File: src/rtl/bus_init_pkg.sv
// Shared types for the ack/id bus initiator: FSM states and the rolling transaction id.
package bus_init_pkg;

    localparam int TID_W = 4;

    typedef logic [TID_W-1:0] tid_t;

    typedef enum logic [1:0] {
        IDLE,
        ACTIVE,
        RESP,
        RELEASE
    } state_t;

    // Reads are matched on rid, writes on wid; the other channel is don't-care.
    function automatic logic id_match(input logic we, input tid_t rid, input tid_t wid,
                                      input tid_t tid);
        return we ? (wid == tid) : (rid == tid);
    endfunction

endpackage

File: src/rtl/bus_timeout_ctr.sv
// Cycle-abort counter for the bus initiator: counts ce-qualified clocks while en is high
// and flags the clock on which the TIMEOUT-th count would land.
module bus_timeout_ctr #(
    parameter int TIMEOUT = 255
) (
    input  logic clk_i,
    input  logic rst_ni,
    input  logic ce_i,
    input  logic clr,
    input  logic en,
    output logic expired
);

    localparam int CW = (TIMEOUT < 2) ? 1 : $clog2(TIMEOUT + 1);

    logic [CW-1:0] cnt_reg;

    always_ff @(posedge clk_i) begin
        if (!rst_ni) begin
            cnt_reg <= '0;
        end else if (ce_i) begin
            if (clr) begin
                cnt_reg <= '0;
            end else if (en) begin
                cnt_reg <= cnt_reg + 1'b1;
            end
        end
    end

    // Combinational so the abort takes effect on the same edge the count reaches TIMEOUT.
    assign expired = en && (cnt_reg == CW'(TIMEOUT - 1));

endmodule

File: src/rtl/bus_initiator.sv
// Initiator end of the ack/id bus: one host request at a time, id-matched ack, response hold.
// Optional cycle abort on missing ack is built when BUS_TIMEOUT_EN is defined.
module bus_initiator
    import bus_init_pkg::*;
#(
    parameter int   AWID      = 32,
    parameter int   DWID      = 32,
    parameter int   TIMEOUT   = 255,
    parameter logic ACK_LEVEL = 1'b0
) (
    input  logic              clk_i,
    input  logic              rst_ni,
    input  logic              ce_i,
    input  logic              req_valid_i,
    output logic              req_ready_o,
    input  logic              req_we_i,
    input  logic [AWID-1:0]   req_adr_i,
    input  logic [DWID-1:0]   req_dat_i,
    input  logic [DWID/8-1:0] req_sel_i,
    output logic              cyc_o,
    output logic              stb_o,
    output logic              we_o,
    output logic [AWID-1:0]   adr_o,
    output logic [DWID-1:0]   dat_o,
    output logic [DWID/8-1:0] sel_o,
    output logic [3:0]        rid_o,
    output logic [3:0]        wid_o,
    input  logic              ack_i,
    input  logic [3:0]        rid_i,
    input  logic [3:0]        wid_i,
    input  logic [DWID-1:0]   dat_i,
    output logic              rsp_valid_o,
    input  logic              rsp_ready_i,
    output logic              rsp_we_o,
    output logic [DWID-1:0]   rsp_dat_o,
    output logic              rsp_err_o
);

    localparam int SW = DWID / 8;

    state_t            state_reg;
    tid_t              tid_reg;
    logic              req_ready_reg;
    logic              cyc_reg;
    logic              stb_reg;
    logic              we_reg;
    logic [AWID-1:0]   adr_reg;
    logic [DWID-1:0]   dat_reg;
    logic [SW-1:0]     sel_reg;
    tid_t              rid_reg;
    tid_t              wid_reg;
    logic              rsp_valid_reg;
    logic              rsp_we_reg;
    logic [DWID-1:0]   rsp_dat_reg;
    logic              rsp_err_reg;

    logic accept;
    logic ack_ok;
    logic to_expired;

    assign accept = (state_reg == IDLE) && req_ready_reg && req_valid_i;
    assign ack_ok = ack_i && id_match(we_reg, rid_i, wid_i, tid_reg);

`ifdef BUS_TIMEOUT_EN
    bus_timeout_ctr #(
        .TIMEOUT (TIMEOUT)
    ) u_timeout (
        .clk_i   (clk_i),
        .rst_ni  (rst_ni),
        .ce_i    (ce_i),
        .clr     (accept),
        .en      (state_reg == ACTIVE),
        .expired (to_expired)
    );
`else
    // Without the counter an ACTIVE cycle waits for its ack indefinitely.
    assign to_expired = 1'b0 && (TIMEOUT > 0);
`endif

    always_ff @(posedge clk_i) begin
        if (!rst_ni) begin
            state_reg     <= IDLE;
            tid_reg       <= '0;
            req_ready_reg <= 1'b0;
            cyc_reg       <= 1'b0;
            stb_reg       <= 1'b0;
            we_reg        <= 1'b0;
            adr_reg       <= '0;
            dat_reg       <= '0;
            sel_reg       <= '0;
            rid_reg       <= '0;
            wid_reg       <= '0;
            rsp_valid_reg <= 1'b0;
            rsp_we_reg    <= 1'b0;
            rsp_dat_reg   <= '0;
            rsp_err_reg   <= 1'b0;
        end else if (ce_i) begin
            case (state_reg)
                IDLE: begin
                    if (accept) begin
                        req_ready_reg <= 1'b0;
                        cyc_reg       <= 1'b1;
                        stb_reg       <= 1'b1;
                        we_reg        <= req_we_i;
                        adr_reg       <= req_adr_i;
                        dat_reg       <= req_dat_i;
                        sel_reg       <= req_sel_i;
                        rid_reg       <= req_we_i ? '0 : tid_reg;
                        wid_reg       <= req_we_i ? tid_reg : '0;
                        state_reg     <= ACTIVE;
                    end else begin
                        req_ready_reg <= 1'b1;
                    end
                end
                ACTIVE: begin
                    // A matching ack on the expiry clock still completes normally.
                    if (ack_ok || to_expired) begin
                        cyc_reg       <= 1'b0;
                        stb_reg       <= 1'b0;
                        we_reg        <= 1'b0;
                        adr_reg       <= '0;
                        dat_reg       <= '0;
                        sel_reg       <= '0;
                        rid_reg       <= '0;
                        wid_reg       <= '0;
                        rsp_valid_reg <= 1'b1;
                        rsp_we_reg    <= we_reg;
                        rsp_dat_reg   <= (ack_ok && !we_reg) ? dat_i : '0;
                        rsp_err_reg   <= !ack_ok;
                        tid_reg       <= tid_reg + 1'b1;
                        state_reg     <= RESP;
                    end
                end
                RESP: begin
                    if (rsp_ready_i) begin
                        rsp_valid_reg <= 1'b0;
                        rsp_we_reg    <= 1'b0;
                        rsp_dat_reg   <= '0;
                        rsp_err_reg   <= 1'b0;
                        if (ack_i != ACK_LEVEL) begin
                            state_reg <= RELEASE;
                        end else begin
                            req_ready_reg <= 1'b1;
                            state_reg     <= IDLE;
                        end
                    end
                end
                RELEASE: begin
                    // Registered responders hold ack one clock past stb; do not overlap cycles.
                    if (ack_i == ACK_LEVEL) begin
                        req_ready_reg <= 1'b1;
                        state_reg     <= IDLE;
                    end
                end
                default: begin
                    state_reg <= IDLE;
                end
            endcase
        end
    end

    assign req_ready_o = req_ready_reg;
    assign cyc_o       = cyc_reg;
    assign stb_o       = stb_reg;
    assign we_o        = we_reg;
    assign adr_o       = adr_reg;
    assign dat_o       = dat_reg;
    assign sel_o       = sel_reg;
    assign rid_o       = rid_reg;
    assign wid_o       = wid_reg;
    assign rsp_valid_o = rsp_valid_reg;
    assign rsp_we_o    = rsp_we_reg;
    assign rsp_dat_o   = rsp_dat_reg;
    assign rsp_err_o   = rsp_err_reg;

endmodule
File: config.mk
export PLATFORM = sky130hd
export DESIGN_NAME = bus_initiator
export DESIGN_NICKNAME = d
export VERILOG_FILES = /design/src/rtl/bus_init_pkg.sv /design/src/rtl/bus_timeout_ctr.sv /design/src/rtl/bus_initiator.sv
export SDC_FILE = /design/constraint.sdc
export NUM_CORES = 1
export LEC_CHECK = 0
export CAP_MARGIN = 25
export CORE_UTILIZATION = 31
export CTS_BUF_LIST = sky130_fd_sc_hd__clkbuf_8 sky130_fd_sc_hd__clkbuf_16
export CTS_CLUSTER_SIZE = 10
export DETAILED_ROUTE_END_ITERATION = 7
export PLACE_DENSITY = 0.7
export SLEW_MARGIN = 10
export SYNTH_ARGS = -nofsm -noshare
export SYNTH_HDL_FRONTEND = slang
export SYNTH_SLANG_ARGS = --single-unit
File: constraint.sdc
create_clock -name clk_i -period 2.2 [get_ports clk_i]
set_input_delay 0.33 -clock clk_i [delete_from_list [all_inputs] [get_ports clk_i]]
set_output_delay 0.33 -clock clk_i [all_outputs]
set_load 0.02 [all_outputs]
# Word-level counts from Yosys, hierarchy flattened
# Index checks and enable logic that the tools add are counted.
word_totals:
  ff_bits: 120
  in_bits: 115
  output_inout_bits: 115
  word_cells: 80
classes:
  addsub: 1
  n_eq_ne: 9
  mux: 41
  n_reduce_logical: 15
op_table:
  columns: ["operator", "count"]
  rows:
  - ["$mux W32", 6]
  - ["$pmux W32 S2", 3]
  - ["$mux W4", 6]
  - ["$pmux W4 S2", 3]
  - ["$mux W1", 11]
  - ["$mux W2", 5]
  - ["$pmux W1 S2", 5]
  - ["$eq A4 B4 Y1", 2]
  - ["$ne A2 B2 Y1 const B", 4]
  - ["$pmux W2 S4", 1]
  - ["$reduce_and A4 Y1", 2]
  - ["$reduce_and A3 Y1", 2]
  - ["$reduce_and A5 Y1", 1]
  - ["$add A4 B1 Y4 const B", 1]
  - ["$eq A2 B2 Y1 const B", 2]
  - ["$logic_and A1 B1 Y1", 4]
  - ["$reduce_bool A2 Y1", 2]
  - ["$pmux W1 S3", 1]
  - ["$reduce_bool A3 Y1", 1]
  - ["$eq A2 B1 Y1 const B", 1]
  - ["$logic_not A1 Y1", 2]
  - ["$logic_not A2 Y1", 1]

# Longest topological paths before layout
# Gate-level depths: netlist of the first run.
logic_depth:
  depth_word: 7
  mapped_depth: 9
  mapped_depth_nobuf: 5

# Worst setup path after synthesis of the first run
# No wires, ideal clock.
synth_timing:
  kind: "flip-flop to flip-flop"
  from: "register we_reg, in the netlist we_o"
  to: "register rsp_dat_reg[10], in the netlist rsp_dat_o[10]"
  setup_ns: 0.120
  t_arrival_ns: 1.926
  required_time_ns: 2.080
  path_slack_ns: 0.154
  stages_incl_launch_ff: 10
  n_path_buf: 4
  period_less_slack_ns: 2.046
  path_cell_list: "dfxtp_1 -> buf_6 -> mux2i_1 -> mux2i_1 -> a41oi_1 -> buf_2 -> or2_1 -> buf_6 -> buf_6 -> mux2i_1"
synth_via:
  elab_chain_len: 6
  elab_cells_between_ends: 9
  classes_between: "eq/ne (1); mux (4); reduce/logical (4)"
synth_lines:
  columns: ["item", "line_no", "text"]
  rows:
  - ["start, declared", "bus_initiator.sv:46", "logic we_reg;"]
  - ["start signal, assigned", "bus_initiator.sv:104", "we_reg <= req_we_i;"]
  - ["$mux W1", "bus_init_pkg.sv:18", "return we ? (wid == tid) : (rid == tid);"]
  - ["$logic_and A1 B1 Y1", "bus_initiator.sv:62", "assign ack_ok = ack_i && id_match(we_reg, rid_i, wid_i, tid_reg);"]
  - ["$logic_and A1 B1 Y1", "bus_initiator.sv:128", "rsp_dat_reg <= (ack_ok && !we_reg) ? dat_i : '0;"]
  - ["$mux W32", "bus_initiator.sv:128", null]
  - ["$mux W32", "bus_initiator.sv:117", "if (ack_ok || to_expired) begin"]
  - ["$pmux W32 S2", "bus_initiator.sv:98", "case (state_reg)"]
  - ["end signal, assigned", "bus_initiator.sv:128", null]
  - ["end, declared", "bus_initiator.sv:54", "logic [DWID-1:0] rsp_dat_reg;"]
# Several ways; a longest one is shown, not always the timed one. The select of a mux whose other input is x is not followed.
# A chain may end at the register's enable or synchronous reset.

# Worst setup path in the final report of the first run
layout_timing:
  from: "register we_reg, in the netlist we_o"
  to: "register tid_reg[3]"
layout_via:
  elab_chain_len: 3
layout_lines:
  columns: ["item", "line_no", "text"]
  rows:
  - ["$mux W1", "bus_init_pkg.sv:18", null]
  - ["$logic_and A1 B1 Y1", "bus_initiator.sv:62", null]
  - ["$reduce_and A3 Y1 (no source line)", null, null]
  - ["end signal, assigned", "bus_initiator.sv:130", "tid_reg <= tid_reg + 1'b1;"]
  - ["end, declared", "bus_initiator.sv:42", "tid_t tid_reg;"]
# Every way passes these cells.

==> reports/summary.txt, run 1 <==
DIE AREA = 15,520 um2
IO buf count = 229
Global-route wire length before repair = 22,430 um
Antenna violations before repair = 0
Critical Path Start Type = flop
Max clock buf depth = 2
# rows = 44
Post-synth cell types = 30
Clk Tree Root Cell = clkbuf_16
RePlAce Congestion = 0.7323
Initial DRC count = 229
Top cell type's share of synthesized area = 51.57%
# resized after CTS = 0
Final Hold Viols = 0
RSZ-0062 raised after global routing = false
Number of synthesis warnings = 0
MaxCap Viol Count = 0
Layout filler cell count = 1,380
Detail Placement HPWL = 9764 um
Commonest non-fill, non-tap cells in the layout = clkdlybuf4s50_1, nand2_1, dfxtp_1, a21oi_1, o21ai_0
DR vias/cell = 4.768
Overflow after GRT = 0
Clock Sinks = 120
Clock skew = 0.005927 ns
Boundary pin count = 230
Sequential area share after synthesis = 51.57%
Routed length per instance = 14.81 um
CTS Hold Bufs = 0
Initial DRT Pass Iterations = 4
Via count = 4,649
Syn Inst Count = 560
Minimum clock period = 2.079 ns
Total track usage = 18.18%
Flops & latches, synth = 120
Tcrit/Tclk final = 94.52%
Reg clk slew, reported paths = 0.05 ns
Crit end category = flop
Slew margin rel. = 71.43%
Final ANT Viol Nets = 0
Avg Cell Area, Syn = 8.318 um2
Max Freq = 480.9 MHz
Finished Core Util = 53.18%
Critical Path, Cell by Cell = mux2i_1 -> mux2i_1 -> a41oi_4 -> buf_4 -> or4_1 -> a21oi_1
Most common cell on crit path = mux2i_1
Detailed Route WL = 14,440 um
Status = complete, no violations
Leak = 2.932 nW
Chip Height = 124.6 um
Crit path DAT = 2.41 ns
Crit path max fanout = 5
Slew @ Worst Pin = 0.4286 ns
Initial core utilization = 31.93%
CTS tree = done
Synth Cell Area = 4658 um2
Cell taking the most area after synthesis = dfxtp_1
CTS Buf Count = 17
CP Data Required Time = 2.53 ns
Final Slew Violations = 0
Most common cell after layout, fill and taps aside = clkdlybuf4s50_1
Area contributors post-synth = dfxtp_1, nand2_1, a21oi_1
Syn nets = 676
Setup-failing EPs final = 0
Post-CTS setup buffers = 0
Core region area = 14,590 um2
CP max-delay cell = or4_1
HP Class = reg -> reg
Total chip power = 6.685 mW
H-tree depth = 4
Area Growth Syn to Fin = 66.56%
Number of nets in the layout = 898
Remaining DRCs = 0
Vias in the first global route = 4,358
Kind of critical path = reg -> reg
P per Cell Area = 861.6 nW/um2
Die X = 124.6 um
Setup TNS = 0 ns
Worst-skew pair later-pin latency = 0.41 ns
Peak supply drop = 0.5397 mV
Largest net degree at the start of global routing = 78
Share of cells above drive strength 1 = 7.080%
Ant diodes = 0
Hold WS = 0.4557 ns
Slowest cell delay on critical path = 0.51 ns
[where the power goes]
group / switching, mW / leakage, nW / internal, mW
clock: 0.919 / 0.285 / 1.69
sequential: 0.0976 / 0.971 / 2.34
combinational: 0.914 / 1.68 / 0.723
total: 1.93 / 2.93 / 4.75
[layer usage]
metal | part of all wire (%) | up-vias | global-route usage, %
met5 | 0 | - | 0
met4 | 1.2 | 0 | 6.095
met3 | 11 | 13 | 8.419
met2 | 47 | 191 | 29.77
met1 | 41 | 2114 | 20.76
li1 | - | 2331 | -
[synthesized netlist by cell type, drive strengths merged]
master,count
nor2,6
nand3,7
and3,1
nand3b,1
o21ai,79
or4,1
or2,2
mux2i,40
o211a,1
and2,2
clkbuf,41
dfxtp,120
nand2b,5
o311ai,1
nand4,3
nand2,145
buf,7
a41oi,1
or3,1
a21o,1
xor2,3
nor4,1
inv,4
ha,1
o31ai,3
a21oi,81
nor3,2
[cell families after synthesis]
family	count (synthesis)	share of synthesized area, %
simple gates	177	15.47
fa+ha+maj	1	0.2686
compound gates	167	18.43
mux	40	8.595
flops	120	51.57
buf+inv	52	5.103
xor+xnor	3	0.5642
[critical path: cells and delay by family, from the launching register on]
kind,cells,cell delay [ns]
flops,1,0.40
buf+inv,1,0.16
compound gates,2,0.32
simple gates,1,0.51
mux,2,0.61
[cell type report]
cell class	count	area (um2)	share of cell area, %
Clock buffer	23	508.0	6.547
Tap cell	184	230.2	2.967
Clock inverter	5	47.55	0.6128
Multi-Input combinational cell	388	2047	26.38
Inverter	4	15.01	0.1935
Timing Repair Buffer	251	2507	32.32
Sequential cell	120	2404	30.98
[path summary, 6_finish.rpt]
check | start | end | slack, ns | depth (start not counted)
setup / recovery | we_o | tid_reg[3] | 0.12 | 6
hold / removal | rsp_dat_o[26] | rsp_dat_o[26] | 0.46 | 2
setup reg to reg | we_o | tid_reg[3] | 0.12 | 6
hold reg to reg | rsp_dat_o[26] | rsp_dat_o[26] | 0.46 | 2
[per-stage QoR]
stage                     instances  worst slack (ns)  area (um2)
after global placement          947           -0.1026        7202
final                           975            0.1206        7759
after floorplan                 560            0.1544        4658
after global routing            975           0.02225        7759
after CTS                       975           0.02184        7757
after detailed placement        947           -0.1487        7202
No activity file was read; power rests on OpenSTA's default activity.
==> inputs of run 2 (changes only) <==
--- a/config.mk
+++ b/config.mk
@@ -10,7 +10,7 @@
 export CTS_BUF_LIST = sky130_fd_sc_hd__clkbuf_8 sky130_fd_sc_hd__clkbuf_16
 export CTS_CLUSTER_SIZE = 10
 export DETAILED_ROUTE_END_ITERATION = 7
-export PLACE_DENSITY = 0.7
+export PLACE_DENSITY = 0.73
 export SLEW_MARGIN = 10
 export SYNTH_ARGS = -nofsm -noshare
 export SYNTH_HDL_FRONTEND = slang
==> constraint.sdc (replaced) <==
create_clock -name clk_i -period 1.8 [get_ports clk_i]
set_input_delay 0.27 -clock clk_i [delete_from_list [all_inputs] [get_ports clk_i]]
set_output_delay 0.27 -clock clk_i [all_outputs]
set_load 0.02 [all_outputs]
==> run 2 against run 1 <==
Effect of this change: non-clock buffer count is 14 higher; wire length is 4.2% higher; largest power group unchanged; die area stayed put; global-route usage is 1.1 points higher; highest routed layer unchanged; the run now ends with negative setup slack left.
==> reports/summary.txt, run 2 (synthesis results as in run 1) <==
Clock Sinks = 120
WHS Path Cells = 3
Clock network power share = 40.0%
Antenna violations before repair = 0
Initial core utilization = 31.93%
Die X = 124.6 um
Peak supply drop = 0.6657 mV
Initial DRT Pass Iterations = 4
Commonest non-fill, non-tap cells in the layout = clkdlybuf4s50_1, nand2_1, dfxtp_1, o21ai_0, a21oi_1
Register-to-Register Setup Slack = -0.13 ns
Total track usage = 19.33%
Setup-failing EPs final = 91
Share of cells above drive strength 1 = 10.14%
Minimum clock period = 1.932 ns
Initial DRC count = 190
Slew margin rel. = 70.93%
M2 GR Usage = 31.75%
Net Switching = 2.507 mW
Area after DPL = 7286 um2
Crit end category = flop
Grt met3 use = 8.806%
Leak = 3.092 nW
Final Slew Violations = 0
Status = complete, but fails checks
Crit path max fanout = 29
Clk Tree Root Cell = clkbuf_16
Final ANT Viol Nets = 0
Via count = 4,777
RSZ-0062 raised after global routing = true
Sequential Power Share = 33.3%
Global-route wire length before repair = 23,810 um
Internal Pwr Total = 6.374 mW
Combinational share of power = 26.8%
CTS tree = done
FF-to-FF Start = we_o
Max Freq = 517.6 MHz
Top Usage Layer GRT = met2
Final Hold Viols = 0
Switching share of power = 28.23%
Fin area = 8117 um2
Clock skew = 0.004843 ns
Ant diodes = 0
RePlAce Congestion = 0.7339
Worst-skew pair later-pin latency = 0.41 ns
Slew @ Worst Pin = 0.4360 ns
Most common cell after layout, fill and taps aside = clkdlybuf4s50_1
# rows = 44
Critical Path Start Type = flop
R2R cell count = 6
HP Class = in -> reg
IO buf count = 229
CTS Buf Count = 17
CP Data Required Time = 2.14 ns
Min-delay src = req_dat_i[27]
Remaining DRCs = 0
Number of nets in the layout = 912
DIE AREA = 15,520 um2
Crit path DAT = 2.27 ns
Area of the multi-input gates = 2123 um2
Routed length per instance = 15.15 um
Hold WS = 0.4024 ns
CP max-delay cell = or4_1
Reg clk slew, reported paths = 0.05 ns
Tcrit/Tclk final = 107.3%
FF-to-FF End = tid_reg[3]
Met1 usage = 22.37%
WHS Endpoint = dat_o[27]
Overflow after GRT = 0
Vias in the first global route = 4,612
Kind of critical path = reg -> reg
Final setup margin = -0.1319 ns
Core region area = 14,590 um2
Largest net degree at the start of global routing = 63
Max clock buf depth = 2
MaxCap Viol Count = 0
P per Cell Area = 1094 nW/um2
FF/Latch Area = 2406 um2
Area Growth Syn to Fin = 74.24%
Detailed Route WL = 15,050 um
Boundary pin count = 230
Layout filler cell count = 1,332
Slowest cell delay on critical path = 0.41 ns
Failing checks = negative setup slack
Critical Path, Cell by Cell = mux2i_4 -> mux2i_2 -> a41oi_4 -> buf_6 -> or4_1 -> a21oi_1
Chip Height = 124.6 um
H-tree depth = 4
Detail Placement HPWL = 9897 um
DR vias/cell = 4.811
[run 2: changes by cell type in the layout (fill, tap and decap cells not counted), sizes merged]
| cell | change |
|---|---|
| clkinv | +1 |
| buf | +13 |
| clkdlybuf4s50 | -1 |
| bufinv | +3 |
| inv | +2 |
| clkbuf | -2 |
| clkinvlp | +1 |
| dlygate4sd2 | +1 |
[run 2: metal layers]
layer / part of all wire [%] / wire (um)
met2: 48 / 7151
met1: 42 / 6312
met4: 1.1 / 167
met3: 9.4 / 1416
met5: 0 / 0
[run 2: power by group through the flow]
stage | logic [mW] | registers (mW) | clock network [mW]
2_1_floorplan | 0.879 | 3.22 | 0
3_3_place_gp | 2.07 | 3.00 | 0
3_5_place_dp | 2.08 | 3.00 | 0
4_1_cts | 2.25 | 2.95 | 3.62
5_1_grt | 2.55 | 2.98 | 3.75
6_report | 2.38 | 2.95 | 3.55
[run 2: critical path: cells and delay by family, from the launching register on]
kind / cells / cell delay [ns]
compound gates: 2 / 0.29
flops: 1 / 0.40
buf+inv: 1 / 0.22
simple gates: 1 / 0.41
mux: 2 / 0.53
[run 2: worst max path at each step]
| stage | start | end | slack [ns] | cells past startpoint |
|---|---|---|---|---|
| 6_report | we_o | tid_reg[3] | -0.13 | 6 |
| 3_5_place_dp | wid_i[0] | tid_reg[3] | -0.38 | 7 |
| 2_1_floorplan | we_o | rsp_dat_o[10] | -0.1 | 9 |
| 5_1_grt | we_o | tid_reg[3] | -0.19 | 6 |
| 3_3_place_gp | wid_i[0] | tid_reg[3] | -0.38 | 7 |
| 4_1_cts | we_o | tid_reg[3] | -0.13 | 6 |
[run 2: cell type report]
| class | count | share of cell area (%) |
|---|---|---|
| multi-input cells | 388 | 26.16 |
| well taps | 184 | 2.836 |
| repair buffers | 265 | 33.48 |
| clock inverters | 12 | 1.942 |
| inverters | 4 | 0.1850 |
| flip-flops and latches | 120 | 29.64 |
| clock buffers | 20 | 5.750 |
[run 2: per-stage QoR]
step / setup slack [ns] / TNS (ns) / cells / total power, mW / utilization [%]
after floorplan: -0.09940 / -2.875 / 560 / 4.101 / -
after global placement: -0.3805 / -31.91 / 955 / 5.071 / 49.94
after detailed placement: -0.3757 / -32.88 / 955 / 5.083 / 49.94
after CTS: -0.1308 / -3.998 / 990 / 8.824 / 55.16
after global routing: -0.1904 / -11.66 / 993 / 9.276 / 55.63
final: -0.1319 / -5.329 / 993 / 8.881 / 55.63
[run 2: repair_timing]
| action | 4_1_cts | 5_1_grt |
|---|---|---|
| endpoints found under the setup margin | 95 | 113 |
| pin swaps | 5 | 1 |
| gates cloned | 3 | 1 |
| buffers inserted | 0 | 2 |
| endpoints found under the hold margin | 0 | 0 |
| hold buffers | 0 | 0 |
| gates resized for setup | 15 | 6 |
